`src/rtl/multdiv_pkg.sv`:
```
// Shared types and defaults for the multdiv issue controller.
// State encoding, operation codes and the counter-width helper live here.
package multdiv_pkg;

    typedef enum logic [1:0] {
        ST_IDLE  = 2'd0,
        ST_START = 2'd1,
        ST_WAIT  = 2'd2,
        ST_DONE  = 2'd3
    } md_state_t;

    localparam logic OP_MULT = 1'b0;
    localparam logic OP_DIV  = 1'b1;

    localparam int DEF_ARM_CYCLES  = 2;
    localparam int DEF_WDOG_CYCLES = 40;

    // Bits needed to hold the value n; never narrower than one bit.
    function automatic int cnt_width(input int n);
        return (n < 1) ? 1 : $clog2(n + 1);
    endfunction

endpackage

```
`src/rtl/md_down_counter.sv`:
```
// Loadable down counter that stops at zero and flags it.
// Used for the stale-ready arm mask and, optionally, the WAIT watchdog.
module md_down_counter #(
    parameter int W = 4
) (
    input  logic         i_clock,
    input  logic         i_clrn,
    input  logic         i_load,
    input  logic [W-1:0] i_load_val,
    input  logic         i_dec,
    output logic         o_zero
);

    logic [W-1:0] r_count;

    always_ff @(posedge i_clock or negedge i_clrn) begin
        if (!i_clrn) begin
            r_count <= '0;
        end else if (i_load) begin
            r_count <= i_load_val;
        end else if (i_dec && (r_count != '0)) begin
            r_count <= r_count - 1'b1;
        end
    end

    assign o_zero = (r_count == '0);

endmodule

```
`src/rtl/multdiv_issue_ctrl.sv`:
```
// Issue/writeback sequencer for the shared iterative multiplier/divider.
// Optional WAIT watchdog is enabled by defining MULTDIV_WATCHDOG_EN.
//
// Handshakes: a request transfers on a rising edge where req_valid && req_ready;
// a result transfers on a rising edge where wb_valid && wb_ready. The producer
// holds its payload stable while valid is high and ready is low.
module multdiv_issue_ctrl
    import multdiv_pkg::*;
#(
    parameter int DATA_W      = 32,
    parameter int TAG_W       = 5,
    parameter int ARM_CYCLES  = DEF_ARM_CYCLES,
    parameter int WDOG_CYCLES = DEF_WDOG_CYCLES
) (
    input  logic              clock,
    input  logic              clrn,
    input  logic              req_valid,
    output logic              req_ready,
    input  logic              req_op,
    input  logic [DATA_W-1:0] req_a,
    input  logic [DATA_W-1:0] req_b,
    input  logic [TAG_W-1:0]  req_tag,
    input  logic              flush,
    output logic              busy,
    output logic [DATA_W-1:0] md_operandA,
    output logic [DATA_W-1:0] md_operandB,
    output logic              md_ctrl_mult,
    output logic              md_ctrl_div,
    output logic              md_reset,
    input  logic [DATA_W-1:0] md_result,
    input  logic              md_exception,
    input  logic              md_resultRDY,
    output logic              wb_valid,
    input  logic              wb_ready,
    output logic [DATA_W-1:0] wb_result,
    output logic              wb_exception,
    output logic [TAG_W-1:0]  wb_tag,
    output logic              timeout,
    output logic [1:0]        dbg_state
);

    localparam int ARM_W = cnt_width(ARM_CYCLES);

    if (ARM_CYCLES < 0 || WDOG_CYCLES < 1) begin : g_bad_cfg
        $error("multdiv_issue_ctrl: need ARM_CYCLES >= 0 and WDOG_CYCLES >= 1");
    end

    md_state_t         r_state;
    md_state_t         w_next;
    logic              r_op;
    logic [DATA_W-1:0] r_a;
    logic [DATA_W-1:0] r_b;
    logic [TAG_W-1:0]  r_tag;
    logic [DATA_W-1:0] r_wb_result;
    logic              r_wb_exc;
    logic              r_md_rst;

    logic w_accept;
    logic w_arm_zero;
    logic w_rdy_q;
    logic w_wdog_fire;
    logic w_flush_kill;

    assign w_accept     = req_valid & req_ready;
    assign w_flush_kill = flush & (r_state != ST_IDLE);
    // Ready from the unit only counts once the stale-ready window has expired.
    assign w_rdy_q      = (r_state == ST_WAIT) & md_resultRDY & w_arm_zero;

    md_down_counter #(.W(ARM_W)) u_arm_cnt (
        .i_clock    (clock),
        .i_clrn     (clrn),
        .i_load     (r_state == ST_START),
        .i_load_val (ARM_W'(ARM_CYCLES)),
        .i_dec      (r_state == ST_WAIT),
        .o_zero     (w_arm_zero)
    );

`ifdef MULTDIV_WATCHDOG_EN
    localparam int WDOG_W = cnt_width(WDOG_CYCLES);
    logic w_wdog_zero;
    logic r_timeout;

    // Loaded with N-1 so the N-th WAIT cycle sees zero and gives up.
    md_down_counter #(.W(WDOG_W)) u_wdog_cnt (
        .i_clock    (clock),
        .i_clrn     (clrn),
        .i_load     (r_state == ST_START),
        .i_load_val (WDOG_W'(WDOG_CYCLES - 1)),
        .i_dec      (r_state == ST_WAIT),
        .o_zero     (w_wdog_zero)
    );

    assign w_wdog_fire = (r_state == ST_WAIT) & w_wdog_zero & ~w_rdy_q;

    always_ff @(posedge clock or negedge clrn) begin
        if (!clrn) begin
            r_timeout <= 1'b0;
        end else if (w_wdog_fire && !flush) begin
            r_timeout <= 1'b1;
        end
    end

    assign timeout = r_timeout;
`else
    assign w_wdog_fire = 1'b0;
    assign timeout     = 1'b0;
`endif

    always_ff @(posedge clock or negedge clrn) begin
        if (!clrn) begin
            r_state <= ST_IDLE;
        end else begin
            r_state <= w_next;
        end
    end

    always_comb begin
        w_next = r_state;
        case (r_state)
            ST_IDLE:  if (w_accept) w_next = ST_START;
            ST_START: w_next = ST_WAIT;
            ST_WAIT:  if (w_rdy_q || w_wdog_fire) w_next = ST_DONE;
            ST_DONE:  if (wb_ready) w_next = w_accept ? ST_START : ST_IDLE;
            default:  w_next = ST_IDLE;
        endcase
        if (w_flush_kill) w_next = ST_IDLE;
    end

    always_comb begin
        req_ready    = 1'b0;
        case (r_state)
            ST_IDLE: req_ready = ~flush;
            ST_DONE: req_ready = wb_ready & ~flush;
            default: req_ready = 1'b0;
        endcase
        md_ctrl_mult = (r_state == ST_START) & (r_op == OP_MULT) & ~flush;
        md_ctrl_div  = (r_state == ST_START) & (r_op == OP_DIV) & ~flush;
        md_reset     = ~clrn | r_md_rst;
        busy         = (r_state != ST_IDLE);
        wb_valid     = (r_state == ST_DONE);
        dbg_state    = r_state;
    end

    always_ff @(posedge clock or negedge clrn) begin
        if (!clrn) begin
            r_op        <= OP_MULT;
            r_a         <= '0;
            r_b         <= '0;
            r_tag       <= '0;
            r_wb_result <= '0;
            r_wb_exc    <= 1'b0;
            r_md_rst    <= 1'b0;
        end else begin
            if (w_accept) begin
                r_op  <= req_op;
                r_a   <= req_a;
                r_b   <= req_b;
                r_tag <= req_tag;
            end
            if (w_rdy_q && !flush) begin
                r_wb_result <= md_result;
                r_wb_exc    <= md_exception;
            end else if (w_wdog_fire && !flush) begin
                r_wb_result <= '0;
                r_wb_exc    <= 1'b1;
            end
            r_md_rst <= w_flush_kill | (w_wdog_fire & ~flush);
        end
    end

    assign md_operandA  = r_a;
    assign md_operandB  = r_b;
    assign wb_result    = r_wb_result;
    assign wb_exception = r_wb_exc;
    assign wb_tag       = r_tag;

endmodule

```
`config.mk`:
```
export PLATFORM = sky130hd
export DESIGN_NAME = multdiv_issue_ctrl
export DESIGN_NICKNAME = d
export VERILOG_FILES = /design/src/rtl/multdiv_pkg.sv /design/src/rtl/md_down_counter.sv /design/src/rtl/multdiv_issue_ctrl.sv
export SDC_FILE = /design/constraint.sdc
export NUM_CORES = 1
export LEC_CHECK = 0
export ABC_AREA = 1
export ABC_CLOCK_PERIOD_IN_PS = 1800
export CORE_UTILIZATION = 41
export DETAILED_ROUTE_END_ITERATION = 10
export GPL_TIMING_DRIVEN = 0
export PLACE_DENSITY_LB_ADDON = 0.12
export SKIP_CTS_REPAIR_TIMING = 1
export SLEW_MARGIN = 20
export SYNTH_ARGS = -nofsm -noshare
export SYNTH_HDL_FRONTEND = slang
export SYNTH_SLANG_ARGS = --single-unit
```
`constraint.sdc`:
```
create_clock -name clock -period 1.8 [get_ports clock]
set_input_delay 0.36 -clock clock [delete_from_list [all_inputs] [get_ports clock]]
set_output_delay 0.36 -clock clock [all_outputs]
set_load 0.01 [all_outputs]
```
==> summary.txt, run 1 <==
Die
  • I/O Pins: 220
  • Core Box Area: 10900 um2
  • DIE WIDTH: 108 um
  • Die Height: 108 um
  • Area of the die: 11700 um2
  • Starting Density: 42.4%
  • Cell Rows: 38

Pwr
  • Switch share: 32.3%
  • Tot Pwr: 11.1 mW
  • Clk network pwr share: 13.9%
  • Pleak: 3.69 nW
  • VDD IR max: 0.000706 V
  • Sequential Power Share: 37.3%
  • Power Density: 1500 nW/um2
  • Int Power: 7.54 mW
  • Switching pwr: 3.60 mW
  • Comb pwr share: 48.8%

CTS
  • TritonCTS Buffers: 9
  • CTS sink count: 108
  • CTS H-tree lvls: 3
  • CTS tree: done
  • Clk pin slew, worst setup/hold paths: 0.10 ns
  • Clk buf depth: 2
  • CTS root buf: clkbuf_8
  • Worst skew pair latency: 0.36 ns

Finish
  • Most frequent cells in the layout: clkdlybuf4s50_1, dfrtp_1, nand2_1, inv_1, o21ai_1
  • Area added between synthesis and finish: 60.7%
  • Layout cells sized above 1: 16.2%
  • Nets: 777
  • Ant diodes: 0
  • Most common cell after layout, fill and taps aside: clkdlybuf4s50_1

Logic synthesis
  • Yosys cell types: 23
  • Cells after synthesis: 423
  • Sequential-to-total area share from yosys stat: 58.6%
  • Synth top area cells: dfrtp_1, mux2_4, inv_1
  • Average cell area after synthesis: 10.9 um2
  • Synth Register Bits: 108
  • Leading area contributor after synthesis: dfrtp_1
  • Yosys warnings: 0
  • Mapped Area: 4610 um2
  • Top cell type's share of synthesized area: 58.6%
  • Mapped Nets: 537

GRT
  • Largest net degree at the start of global routing: 57
  • Tot GR Track Use: 18.8%
  • GRT Residual Overflow: 0
  • Antenna violations before repair: 0
  • First-pass GRT wire length: 17000 um
  • Number of global-route vias before repair: 3585

Placed design
  • Port Buffers: 218
  • GPL Wtd Cong: 0.726
  • Post-DP HPWL: 8130 um

Worst setup path
  • Critical Path Max Stage Delay: 0.47 ns
  • WP data arrival: 1.53 ns
  • WS Path Type: reg2out
  • Setup crit start kind: flip-flop
  • Slowest CP cell: dfrtp_2
  • Critical-path cell list: inv_2 > ha_4 > nor2_4 > nand2_1 > inv_1 > clkbuf_2
  • CP Capture Type: primary output
  • Crit path required time: 1.44 ns
  • Max Fanout on Critical Path: 6

Route
  • Via Count: 3646
  • Residual DRC: 0
  • DR iter-0 viols: 140
  • Final wirelength: 11400 um
  • DR pass1 iterations: 4
  • Routed len/inst: 14.1 um
  • Vias/cell: 4.52
  • Post-route ant nets: 0

Timing
  • Fin Hold WS: 0.0232 ns
  • # setup viols final: 1
  • Fin crit share: 105%
  • Fmax: 530 MHz
  • PnR worst setup slack: -0.0871 ns
  • Fin crit period: 1.89 ns
  • Clock Skews: 0.0108 ns
  • RSZ-0062 raised after global routing: true
  • Final hold vios: 0
  • Final Max Slew Viols: 0

Flow run
  • Max Cap Violations: 0

Hold path
  • Min-delay worst type: in2async

Status
  • Failing checks: negative setup slack
  • Status: finished with violations
[logic make-up (layout without fill, tap and decap cells)]
family                   count (synthesis)  count (layout)  share of synthesized area (%)
AND/OR/NAND/NOR                         93              93                           8.62
buffers and inverters                  104             348                           10.7
flip-flops                             108             108                           58.6
other                                    1               1                         0.0813
AO/OA/AOI/OAI                           79              79                           10.2
adder cells (fa/ha/maj)                  5               5                           1.36
multiplexers                            33              33                           10.5
[power by group through the flow]
stage               clock [mW]  combinational (mW)  sequential (mW)
finish                    1.55                5.44             4.16
global route              1.71                5.91             4.29
CTS                       1.60                5.39             4.14
detailed placement           0                5.37             4.17
global placement             0                5.27             4.13
floorplan                    0                1.91             4.65
[worst max-delay path, delay by kind of cell (launching register included)]
kind	cells	cell delay, ns
adder cells (fa/ha/maj)	1	0.22
buffers and inverters	3	0.29
AND/OR/NAND/NOR	2	0.19
flip-flops	1	0.47
[cells in the mapped netlist, drive strengths merged]
master and instances:
clkbuf 5, buf 14, nor3 1, nor2 5, mux2 33, ha 5, nand3 2, dfrtp 108
inv 85, a21oi 4, conb 1, o21ai 75, nand4 2, nand2 83
[flip-flops by register name, indices dropped and copies added (netlist names), 2 cells and up]
| register | cells |
|---|---|
| wb_result | 32 |
| md_operandA | 32 |
| u_arm_cnt.r_count | 2 |
| md_operandB | 32 |
| dbg_state | 2 |
| wb_tag | 5 |
[final cells by class]
cell class                 instances  area (um2)
tap                              140         175
clock inverter                     4        75.1
multi-input combinational        211        1450
buffer                            19         173
timing repair buffer             229        2380
sequential                       108        2710
clock buffer                      11         131
fill                             856        3480
inverter                          85         319
[per-stage QoR]
stage / utilization [%] / instance area (um2) / worst slack (ns) / TNS (ns) / instances
floorplan: - / 4610 / 0.183 / 0 / 423
global placement: 64.0 / 6970 / -3.74 / -411.53 / 781
global route: 68.1 / 7410 / -0.198 / -0.218 / 807
finish: 68.1 / 7410 / -0.0871 / -0.0871 / 807
detailed placement: 64.3 / 7000 / -0.356 / -6.24 / 782
CTS: 66.2 / 7210 / -0.672 / -2.61 / 797
[path summary, 6_finish.rpt]
path	startpoint	to	slack, ns	cells past startpoint
max	dbg_state[0]$_DFFE_PN0P_	req_ready	-0.09	6
min in group clock	md_operandB[15]$_DFFE_PN0P_	md_operandB[15]$_DFFE_PN0P_	0.48	2
min	clrn	dbg_state[0]$_DFFE_PN0P_	0.02	3
max reg2reg	dbg_state[0]$_DFFE_PN0P_	md_operandB[26]$_DFFE_PN0P_	0.16	8
max in group asynchronous	clrn	md_operandB[12]$_DFFE_PN0P_	1.02	3
min reg2reg	md_operandB[15]$_DFFE_PN0P_	md_operandB[15]$_DFFE_PN0P_	0.48	2
[per-layer routing]
layer  share of wire [%]  track usage [%]
met1                  42             23.1
met2                  48             31.2
met3                 9.1             5.73
met4                 1.4             7.14
met5                   0                0
Note: power is estimated with default switching activity, not from simulation.
==> inputs of run 2 (changes only) <==
--- a/config.mk
+++ b/config.mk
@@ -8,11 +8,12 @@
 export ABC_AREA = 1
 export ABC_CLOCK_PERIOD_IN_PS = 1800
 export CORE_UTILIZATION = 41
+export CTS_BUF_LIST = sky130_fd_sc_hd__clkbuf_4 sky130_fd_sc_hd__clkbuf_8 sky130_fd_sc_hd__clkbuf_16
 export DETAILED_ROUTE_END_ITERATION = 10
 export GPL_TIMING_DRIVEN = 0
 export PLACE_DENSITY_LB_ADDON = 0.12
 export SKIP_CTS_REPAIR_TIMING = 1
-export SLEW_MARGIN = 20
+export SLEW_MARGIN = 25
 export SYNTH_ARGS = -nofsm -noshare
 export SYNTH_HDL_FRONTEND = slang
 export SYNTH_SLANG_ARGS = --single-unit
==> summary.txt, run 2 (synthesis gave the netlist of run 1 again) <==
Status
  • Status: finished with violations
  • Failing checks: negative setup slack

CTS
  • TritonCTS Buffers: 9 (unchanged)
  • CTS sink count: 108 (unchanged)
  • CTS root buf: clkbuf_8
  • Clk pin slew, worst setup/hold paths: 0.10 ns (about the same)
  • Worst skew pair latency: 0.36 ns (about the same)
  • CTS H-tree lvls: 3 (unchanged)
  • Clk buf depth: 2 (unchanged)
  • CTS tree: done

Route
  • Residual DRC: 0 (unchanged)
  • DR iter-0 viols: 153 (+9.3%)
  • Via Count: 3649 (+0.082%)
  • Final wirelength: 11400 um (+0.18%)
  • Post-route ant nets: 0 (unchanged)
  • Vias/cell: 4.52 (about the same)
  • Routed len/inst: 14.1 um (+0.18%)
  • DR pass1 iterations: 4 (unchanged)

Worst setup path
  • Crit path required time: 1.44 ns (about the same)
  • CP Capture Type: primary output
  • WS Path Type: reg2out
  • R2R Setup Slk: 0.16 ns (about the same)
  • Max Fanout on Critical Path: 6 (unchanged)
  • Critical R2R Launch: dbg_state[0]$_DFFE_PN0P_
  • Reg2reg end: md_operandB[26]$_DFFE_PN0P_
  • Setup crit start kind: flip-flop
  • WP data arrival: 1.53 ns (about the same)
  • R2R depth: 8 (unchanged)

GRT
  • First-pass GRT wire length: 17000 um (unchanged)
  • Number of global-route vias before repair: 3585 (unchanged)
  • Largest net degree at the start of global routing: 57 (unchanged)
  • GRT Residual Overflow: 0 (unchanged)
  • Tot GR Track Use: 18.8% (unchanged)
  • Antenna violations before repair: 0 (unchanged)

Die
  • Core Box Area: 10900 um2 (unchanged)
  • Die Height: 108 um (unchanged)
  • Starting Density: 42.4% (unchanged)
  • Area of the die: 11700 um2 (unchanged)
  • DIE WIDTH: 108 um (unchanged)
  • Cell Rows: 38 (unchanged)
  • I/O Pins: 220 (unchanged)

Timing
  • Final hold vios: 0 (unchanged)
  • Final Max Slew Viols: 0 (unchanged)
  • Fmax: 529 MHz (-0.17%)
  • PnR worst setup slack: -0.0903 ns (-0.00318 ns)
  • Clock Skews: 0.00955 ns (-0.00123 ns)
  • Fin crit period: 1.89 ns (+0.00318 ns)
  • Fin crit share: 105% (+0.18 points)
  • RSZ-0062 raised after global routing: true
  • # setup viols final: 1 (unchanged)

Finish
  • Final Cell Area: 7420 um2 (+0.10%)
  • Ant diodes: 0 (unchanged)
  • Multi-input gate area: 1450 um2 (unchanged)
  • Layout cells sized above 1: 16.5% (+0.30 points)
  • # fillers: 852 (-0.47%)
  • Most frequent cells in the layout: clkdlybuf4s50_1, dfrtp_1, nand2_1, inv_1, o21ai_1
  • Area added between synthesis and finish: 60.8%
  • FF+latch area: 2710 um2 (unchanged)
  • Most common cell after layout, fill and taps aside: clkdlybuf4s50_1
  • Nets: 777 (unchanged)

Placed design
  • Port Buffers: 218 (unchanged)
  • Post-DP HPWL: 8130 um (unchanged)
  • Dpl cell area: 7000 um2 (unchanged)
  • Pre-CTS WS: -0.356 ns (unchanged)
  • GPL Wtd Cong: 0.726 (unchanged)

Pwr
  • VDD IR max: 0.000706 V (about the same)
  • Pleak: 3.70 nW (+0.19%)
  • Power Density: 1510 nW/um2 (+0.21%)

Flow run
  • Max Cap Violations: 0 (unchanged)

Hold path
  • Min-delay worst type: in2async
## run 2: cell counts in the layout (fill, tap and decap cells not counted)
No cell type changed its count.
## run 2: critical path, cell delays in order (launching register included)
cell	delay, ns
dfrtp_2	0.47
inv_2	0.11
ha_4	0.22
nor2_4	0.12
nand2_1	0.07
inv_1	0.05
clkbuf_2	0.13
## run 2: worst max path at each step
stage,from,endpoint,slack (ns)
final,dbg_state[0]$_DFFE_PN0P_,req_ready,-0.09
after global routing,dbg_state[0]$_DFFE_PN0P_,req_ready,-0.20
after CTS,dbg_state[0]$_DFFE_PN0P_,req_ready,-0.67
after detailed placement,flush,req_ready,-0.36
after global placement,clrn,md_operandB[29]$_DFFE_PN0P_,-3.74
after floorplan,dbg_state[0]$_DFFE_PN0P_,dbg_state[0]$_DFFE_PN0P_,0.18
## run 2: metal layers
layer | share of wire [%] | wire, um | up-vias | GRT usage (%)
li1 | - | - | 1780 | -
met3 | 9.5 | 1080 | 13 | 5.73
met1 | 42 | 4750 | 1708 | 23.1
met4 | 1.5 | 169 | 0 | 7.14
met5 | 0 | 0 | - | 0
met2 | 47 | 5380 | 148 | 31.2
## run 2: per-stage QoR
step	setup TNS [ns]	hold slack, ns	power [mW]	instances	util (%)
floorplan	0	0.0644	6.56	423	-
global placement	-411.53	0.465	9.40	781	64.0
detailed placement	-6.24	0.351	9.54	782	64.3
CTS	-2.61	-0.0436	11.2	797	66.2
global route	-0.218	0.0110	11.9	807	68.1
finish	-0.0903	0.0210	11.2	807	68.1
## run 2: where the power goes
| part | total, mW | internal [mW] | switching [mW] |
|---|---|---|---|
| combinational | 5.44 | 3.23 | 2.21 |
| sequential | 4.16 | 3.53 | 0.621 |
| clock | 1.59 | 0.808 | 0.777 |
| total | 11.2 | 7.57 | 3.61 |
## run 2: area by class of cell
| class | instances | area share (%) |
|---|---|---|
| Sequential cell | 108 | 36.5 |
| Timing Repair Buffer | 229 | 32.1 |
| Multi-Input combinational cell | 211 | 19.5 |
| Inverter | 85 | 4.30 |
| Tap cell | 140 | 2.36 |
| Buffer | 19 | 2.33 |
| Clock buffer | 11 | 1.87 |
| Clock inverter | 4 | 1.01 |
